--- config.mk ---
export PLATFORM = sky130hd
export DESIGN_NAME = adc_frame_packer_flat
export DESIGN_NICKNAME = d
export VERILOG_FILES = /design/src/rtl/adc_frame_packer_if.sv /design/src/rtl/adc_frame_packer.sv /design/src/flat_wrapper.sv
export SDC_FILE = /design/constraint.sdc
export NUM_CORES = 1
export LEC_CHECK = 0
export ABC_CLOCK_PERIOD_IN_PS = 3100
export CORE_ASPECT_RATIO = 1.1
export CORE_UTILIZATION = 49
export DETAILED_ROUTE_END_ITERATION = 10
export PLACE_DENSITY = 0.87
export SYNTH_ARGS = -nofsm -noshare
export SYNTH_HDL_FRONTEND = slang
export SYNTH_SLANG_ARGS = --single-unit
--- constraint.sdc ---
create_clock -name InputClock -period 3.1 [get_ports InputClock]
set_input_delay 0.465 -clock InputClock [delete_from_list [all_inputs] [get_ports InputClock]]
set_output_delay 0.465 -clock InputClock [all_outputs]
set_load 0.02 [all_outputs]
--- src/rtl/adc_frame_packer_if.sv ---
// TLP output bus toward the downstream FIFO, together with its back-pressure flag.
interface adc_frame_packer_if;
    logic [63:0] TLPData;
    logic        DataWriteEnable;
    logic [39:0] TLPHeader;
    logic        HeaderWriteEnable;
    logic        FifoAlmostFull;

    modport master (output TLPData, DataWriteEnable, TLPHeader, HeaderWriteEnable,
                    input  FifoAlmostFull);
    modport slave  (input  TLPData, DataWriteEnable, TLPHeader, HeaderWriteEnable,
                    output FifoAlmostFull);
endinterface

--- src/rtl/adc_frame_packer.sv ---
// Packs ADC samples MSB-first into 64-bit words, groups them into TLPs with headers,
// and drives the optical sync pulse and the polarisation switcher.
module adc_frame_packer #(
    parameter int NUM_CH        = 2,
    parameter int SAMPLE_W      = 12,
    parameter int WORDS_PER_TLP = 16
) (
    input  logic                       InputClock,
    input  logic                       rst,
    input  logic [NUM_CH*SAMPLE_W-1:0] ADC_in,
    input  logic [31:0]                CONFIG_REG_1,
    input  logic [31:0]                CONFIG_REG_2,
    input  logic [15:0]                BufferLengthTLPs,
    adc_frame_packer_if.master         tlpBus,
    output logic                       SyncPulse,
    output logic                       Switcher,
    output logic [15:0]                DropCount
);
    localparam int SPW   = (SAMPLE_W == 8) ? 8 : ((SAMPLE_W == 12) ? 5 : 4);
    localparam int PAD_W = 64 - SPW * SAMPLE_W;
    localparam int TW    = $clog2(WORDS_PER_TLP);
    localparam logic [2:0]    LAST_SAMP = 3'(SPW - 1);
    localparam logic [1:0]    LAST_CH   = 2'(NUM_CH - 1);
    localparam logic [2:0]    NUM_CH_L  = 3'(NUM_CH);
    localparam logic [TW-1:0] LAST_TLPW = TW'(WORDS_PER_TLP - 1);

    typedef enum logic [1:0] {START, FILL, DROP, GAP} state_t;
    state_t state, nextState;

    logic [31:0] cfg1;
    logic [26:0] cfg2;
    logic [15:0] bufLen;
    logic        unusedCfgBits;

    logic [12:0] frameLength;
    logic [6:0]  pulseWidth;
    logic [1:0]  selCh;
    logic        autoCh;
    logic [8:0]  pulseOffset;
    logic [23:0] frameCountToSwitch;
    logic        autoPol, manualPol, testMode;

    logic [2:0]          sampCnt;
    logic [1:0]          chCnt, curCh;
    logic [12:0]         wordCnt;
    logic [23:0]         frameCnt;
    logic [TW-1:0]       tlpWordCnt;
    logic [15:0]         tlpCnt, bufCnt;
    logic [7:0]          testCnt;
    logic                ovfFlag, switchState;
    logic                capturing, wordDone, frameDone, emit, hdr, inPulse;
    logic [9:0]          pulseEnd;
    logic [SAMPLE_W-1:0] rawSample, sample;
    logic [63-SAMPLE_W:0] acc;
    logic [63:0]         accNext, wordOut;

    assign unusedCfgBits      = ^CONFIG_REG_2[31:27];
    assign frameLength        = cfg1[12:0];
    assign pulseWidth         = cfg1[19:13];
    assign selCh              = cfg1[21:20];
    assign autoCh             = cfg1[22];
    assign pulseOffset        = cfg1[31:23];
    assign frameCountToSwitch = cfg2[23:0];
    assign autoPol            = cfg2[24];
    assign manualPol          = cfg2[25];
    assign testMode           = cfg2[26];

    assign Switcher = autoPol ? switchState : manualPol;
    assign pulseEnd = {1'b0, pulseOffset} + {3'b0, pulseWidth};
    assign inPulse  = ({4'b0, pulseOffset} <= wordCnt) && (wordCnt <= {3'b0, pulseEnd});

    always_ff @(posedge InputClock) begin
        if (rst) state <= START;
        else     state <= nextState;
    end

    always_comb begin
        nextState = state;
        capturing = 1'b0;
        wordDone  = 1'b0;
        frameDone = 1'b0;
        emit      = 1'b0;
        hdr       = 1'b0;
        case (state)
            START: nextState = tlpBus.FifoAlmostFull ? DROP : FILL;
            FILL, DROP: begin
                capturing = 1'b1;
                wordDone  = (sampCnt == LAST_SAMP);
                frameDone = wordDone && (wordCnt == frameLength);
                emit      = wordDone && (state == FILL);
                hdr       = emit && (tlpWordCnt == LAST_TLPW);
                if (frameDone) nextState = GAP;
            end
            GAP:     nextState = START;
            default: nextState = START;
        endcase
    end

    // Sample select and word assembly; the pad shift left-aligns 12-bit words
    always_comb begin
        curCh     = autoCh ? chCnt : (({1'b0, selCh} < NUM_CH_L) ? selCh : 2'd0);
        rawSample = '0;
        for (int k = 0; k < NUM_CH; k++)
            if (curCh == k[1:0]) rawSample = ADC_in[k*SAMPLE_W +: SAMPLE_W];
        sample  = testMode ? SAMPLE_W'(testCnt) : rawSample;
        accNext = {acc, sample};
        wordOut = accNext << PAD_W;
    end

    always_ff @(posedge InputClock) begin
        if (capturing) acc <= accNext[63-SAMPLE_W:0];
    end

    always_ff @(posedge InputClock) begin
        if (rst) begin
            cfg1        <= '0;
            cfg2        <= '0;
            bufLen      <= '0;
            sampCnt     <= '0;
            chCnt       <= '0;
            wordCnt     <= '0;
            frameCnt    <= '0;
            tlpWordCnt  <= '0;
            tlpCnt      <= '0;
            bufCnt      <= '0;
            testCnt     <= '0;
            DropCount   <= '0;
            ovfFlag     <= 1'b0;
            switchState <= 1'b0;
            SyncPulse   <= 1'b0;
            tlpBus.TLPData           <= '0;
            tlpBus.DataWriteEnable   <= 1'b0;
            tlpBus.TLPHeader         <= '0;
            tlpBus.HeaderWriteEnable <= 1'b0;
        end else begin
            testCnt                  <= testCnt + 8'd1;
            SyncPulse                <= capturing && inPulse;
            tlpBus.DataWriteEnable   <= emit;
            tlpBus.HeaderWriteEnable <= hdr;
            if (state == START) begin
                cfg1    <= CONFIG_REG_1;
                cfg2    <= CONFIG_REG_2[26:0];
                bufLen  <= BufferLengthTLPs;
                sampCnt <= '0;
                chCnt   <= '0;
                wordCnt <= '0;
            end
            if (capturing) begin
                sampCnt <= wordDone ? 3'd0 : sampCnt + 3'd1;
                chCnt   <= (frameDone || chCnt == LAST_CH) ? 2'd0 : chCnt + 2'd1;
                if (wordDone) wordCnt <= frameDone ? 13'd0 : wordCnt + 13'd1;
            end
            if (emit) begin
                tlpBus.TLPData <= wordOut;
                tlpWordCnt     <= hdr ? '0 : tlpWordCnt + TW'(1);
            end
            // Header carries counter values from before this TLP's increment
            if (hdr) begin
                tlpBus.TLPHeader <= {bufCnt, tlpCnt, curCh, Switcher, ovfFlag, 4'hF};
                if (tlpCnt == bufLen) begin
                    tlpCnt <= '0;
                    bufCnt <= bufCnt + 16'd1;
                end else begin
                    tlpCnt <= tlpCnt + 16'd1;
                end
            end
            if (state == DROP && frameDone) begin
                ovfFlag <= 1'b1;
                if (DropCount != 16'hFFFF) DropCount <= DropCount + 16'd1;
            end else if (hdr) begin
                ovfFlag <= 1'b0;
            end
            if (state == GAP) begin
                if (frameCnt == frameCountToSwitch) begin
                    frameCnt    <= '0;
                    switchState <= ~switchState;
                end else begin
                    frameCnt <= frameCnt + 24'd1;
                end
            end
        end
    end
endmodule

--- src/flat_wrapper.sv ---
// flat-port wrapper written by rule: the top's interface ports become plain ports
module adc_frame_packer_flat 
#(
    parameter int NUM_CH        = 2,
    parameter int SAMPLE_W      = 12,
    parameter int WORDS_PER_TLP = 16
)
  (InputClock, rst, ADC_in, CONFIG_REG_1, CONFIG_REG_2, BufferLengthTLPs, SyncPulse, Switcher, DropCount, tlpBus_TLPData, tlpBus_DataWriteEnable, tlpBus_TLPHeader, tlpBus_HeaderWriteEnable, tlpBus_FifoAlmostFull);
  adc_frame_packer_if tlpBus_i ();
  input  logic InputClock;
  input  logic rst;
  input  logic [NUM_CH*SAMPLE_W-1:0] ADC_in;
  input  logic [31:0] CONFIG_REG_1;
  input  logic [31:0] CONFIG_REG_2;
  input  logic [15:0] BufferLengthTLPs;
  output logic SyncPulse;
  output logic Switcher;
  output logic [15:0] DropCount;
  output wire logic [$bits(tlpBus_i.TLPData)-1:0] tlpBus_TLPData;
  output wire logic [$bits(tlpBus_i.DataWriteEnable)-1:0] tlpBus_DataWriteEnable;
  output wire logic [$bits(tlpBus_i.TLPHeader)-1:0] tlpBus_TLPHeader;
  output wire logic [$bits(tlpBus_i.HeaderWriteEnable)-1:0] tlpBus_HeaderWriteEnable;
  input wire logic [$bits(tlpBus_i.FifoAlmostFull)-1:0] tlpBus_FifoAlmostFull;
  assign tlpBus_TLPData = tlpBus_i.TLPData;
  assign tlpBus_DataWriteEnable = tlpBus_i.DataWriteEnable;
  assign tlpBus_TLPHeader = tlpBus_i.TLPHeader;
  assign tlpBus_HeaderWriteEnable = tlpBus_i.HeaderWriteEnable;
  assign tlpBus_i.FifoAlmostFull = tlpBus_FifoAlmostFull;
  adc_frame_packer #(.NUM_CH(NUM_CH), .SAMPLE_W(SAMPLE_W), .WORDS_PER_TLP(WORDS_PER_TLP)) u_core (.InputClock(InputClock), .rst(rst), .ADC_in(ADC_in), .CONFIG_REG_1(CONFIG_REG_1), .CONFIG_REG_2(CONFIG_REG_2), .BufferLengthTLPs(BufferLengthTLPs), .tlpBus(tlpBus_i), .SyncPulse(SyncPulse), .Switcher(Switcher), .DropCount(DropCount));
endmodule
==> results_dict.tcl, run 1 <==
set metrics [dict create \
    maxUsedRoutingLayer "met4" \
    htreeDepth 2 \
    grt_start_max_net_pins 136 \
    r2r_cells 14 \
    critPathKind "reg -> reg" \
    antennaDiodeCount 0 \
    start_util_pct 50.1 \
    ant_nets 0 \
    gp_congestion 0.848 \
    drc 40 \
    drv_slew 0 \
    netlist_top_cells_area "dfxtp_1 39%, edfxtp_1 10%, mux2i_1 6.4%" \
    fmax_mhz 343 \
    ys_warn_count 0 \
    drt_iter0_markers 889 \
    power_density_nw_per_um2 663 \
    met3_length_um 1860 \
    start_kind "register" \
    rsz0062_at_grt "no" \
    fin_setup_tns_ns 0 \
    status "finished with violations" \
    dr_wl_met2_um 18300 \
    ys_seq_area_share_pct 49.0 \
    core_um2 28800 \
    synth_top_area_cell "dfxtp_1" \
    clk_latency_ns 0.51 \
    period_share_pct 94.1 \
    syn_inst 1551 \
    cp_data_required_time_ns 3.52 \
    drtPass1Iterations 10 \
    end_kind "register" \
    synth_simple_gate_area_share_pct 20.8 \
    peakVddDrop_mv 0.420 \
    drv_cap 0 \
    ys_seq_elements 329 \
    synthAdderAreaFrac_pct 3.69 \
    cp_max_fo 3 \
    synthMuxAreaShare_pct 8.24 \
    whs_endpoint "u_core.cfg1[7]" \
    hp-class "in -> reg" \
    p_leak_nw 6.92 \
    die_h_um 182 \
    cts-resized-gates 0 \
    syn-cell-area_um2 14400 \
    grt_util_all_layers_pct 23.1 \
    drive_gt1_share_pct 6.59 \
    synth_compound_area_share_pct 8.05 \
    viasPerCell 5.52 \
    reg2reg_to "u_core.SyncPulse" \
    violations "design-rule violations" \
    reg2reg_slack_ns 0.18 \
    numCtsBuffers 35 \
    num_rows 65 \
    io_buffer_count 221 \
    postCtsHoldBufs 0 \
    fp.dieArea_um2 30100 \
    synthXorXnorAreaFrac_pct 6.31 \
    grt_pass1_wl_um 57600 \
    die_w_um 166 \
    min_path_cells 2 \
    vias 11700 \
    async_flop_share_pct 0 \
    dp_hpwl_um 24000 \
    syn_to_final_growth_pct 24.2 \
    cts_setup_buffers 0 \
    pin_count 231 \
    setup_viol 0 \
    overflow 0 \
    netlist.area_leader.share_pct 39.0 \
    grt_pass1_vias 11700 \
    tightest_slew_ns 1.18 \
    fin_nets 1884 \
    clk_pin_slew_worst_paths_ns 0.06 \
    cts-root-buf "clkbuf_16" \
    syn_area_per_cell_um2 9.31 \
    synth_top_family_by_area "simple AND/OR/NAND/NOR gates" \
    power.total_mw 11.9 \
    min_from "rst" \
    finalHoldViolCount 0 \
    routedWlPerCell_um 16.5 \
    synthFlopType "dfxtp_1" \
    routed_wirelength_um 35100 \
    period_needed_ns 2.92 \
    wl_met1_um 14100 \
    cts_sinks 329 \
    slew_headroom_pct 21.5 \
    synth_edf_count 48 \
    yosys.cell_types.count 65 \
    arrival_ns 3.33 \
    finClkSkew_ns 0.0193 \
    r2r-start "u_core.cfg1[23]" \
    cts_buffer_depth 3 \
    cts_tree "built" \
    antenna_found_initial 0 \
]
## cell families after synthesis
family | Yosys count
xor+xnor | 104
fa+ha+maj | 42
flops | 329
buf+inv | 126
compound gates | 196
simple gates | 637
mux | 116
other cells | 1
## Yosys cell counts (3+ instances only)
library cell / instances
dfxtp_1: 281
nand2_1: 235
nor2_1: 184
a21oi_1: 112
mux2i_1: 93
xor2_1: 85
clkbuf_1: 50
edfxtp_1: 48
nand4_1: 45
ha_1: 41
nand3_1: 35
inv_1: 30
nor4_1: 30
nor2b_1: 28
o21ai_0: 25
mux2_2: 19
nor3_1: 19
xnor2_1: 19
buf_1: 16
buf_2: 15
and4_1: 11
and3_1: 9
buf_4: 9
a31oi_1: 8
o21ba_2: 8
nor4_2: 7
or3_1: 7
buf_6: 6
or4_1: 6
o22ai_1: 5
a211oi_1: 4
mux2_1: 4
o311ai_0: 4
o31ai_1: 4
o41ai_1: 4
or2_2: 4
a21o_1: 3
nand2b_1: 3
## routing by layer
| metal | GRT usage, % | vias to the layer above |
|---|---|---|
| li1 | - | 5718 |
| met1 | 26.5 | 5610 |
| met2 | 43.2 | 348 |
| met3 | 4.21 | 65 |
| met4 | 7.33 | 0 |
| met5 | 0 | - |
## sequential cells by signal, indices dropped and copies added, names as in the netlist, 2 cells and up
name	count
u_core.cfg1	32
u_core.tlpBus.TLPData	60
u_core.state	2
u_core.chCnt	2
u_core.frameCnt	24
u_core.testCnt	8
u_core.cfg2	27
u_core.sampCnt	3
u_core.tlpWordCnt	4
u_core.bufCnt	16
u_core.tlpCnt	16
u_core.tlpBus.TLPHeader	37
u_core.wordCnt	13
u_core.bufLen	16
u_core.acc	48
u_core.DropCount	16
## stage by stage
stage	hold WS, ns	area (um^2)	cells	utilization [%]	worst slack, ns
after floorplan	0.426	14400	1554	-	0.351
after global placement	0.427	16800	2066	58.5	0.300
after detailed placement	0.433	16800	2066	58.5	0.215
after CTS	0.345	17900	2128	62.3	0.200
after global routing	0.366	17900	2128	62.3	0.00827
final	0.354	17900	2128	62.3	0.184
## cell usage in the layout (no fill, tap or decap), drive strengths merged, types with 41 or more instances in the layout
cell type,netlist,layout
a21oi,112,112
clkbuf,50,51
clkdlybuf4s50,0,220
dfxtp,281,281
edfxtp,48,48
ha,41,41
mux2i,93,93
nand2,236,236
nand4,46,46
nor2,184,184
xor2,85,85
## area by class of cell
type                            instances  area, um^2
Fill cell                            2291       10900
Sequential cell                       329        7070
Tap cell                              368         460
Multi-Input combinational cell       1099        6830
Clock inverter                         11         115
Inverter                               30         113
Timing Repair Buffer                  240        2370
Clock buffer                           51         976
## worst max-delay path by stage
stage	startpoint	cells after the start	endpoint	slack, ns
floorplan	u_core.state[0]	8	u_core.bufCnt[14]	0.35
global placement	u_core.cfg1[23]	14	u_core.SyncPulse	0.30
detailed placement	u_core.cfg1[23]	14	u_core.SyncPulse	0.22
CTS	u_core.cfg1[23]	14	u_core.SyncPulse	0.20
global route	u_core.cfg1[23]	14	u_core.SyncPulse	0.008
finish	u_core.cfg1[23]	14	u_core.SyncPulse	0.18
## power by group
part	switching (mW)	leakage, nW	total (mW)	internal, mW
Clock	1.64	0.526	4.00	2.36
Sequential	0.404	2.74	5.56	5.15
Combinational	1.31	3.66	2.33	1.02
Total	3.36	6.92	11.9	8.53
## critical path: stages (launching register included)
cell      delay, ns
dfxtp_1        0.35
ha_1           0.18
inv_1          0.06
fa_1           0.41
nor2b_1        0.15
o21ai_0        0.12
a21oi_1        0.23
nor3_1         0.10
xor2_1         0.15
ha_1           0.30
a21o_1         0.16
a21oi_1        0.14
o21ai_0        0.10
o21bai_1       0.16
a211oi_1       0.22
No activity file was read; power rests on OpenSTA's default activity.
==> inputs of run 2 (changes only) <==
Settings changed: HOLD_SLACK_MARGIN set to 0.05.
==> results of run 2 <==
No change in the layout: final DEF, timing and power equal those of run 1.
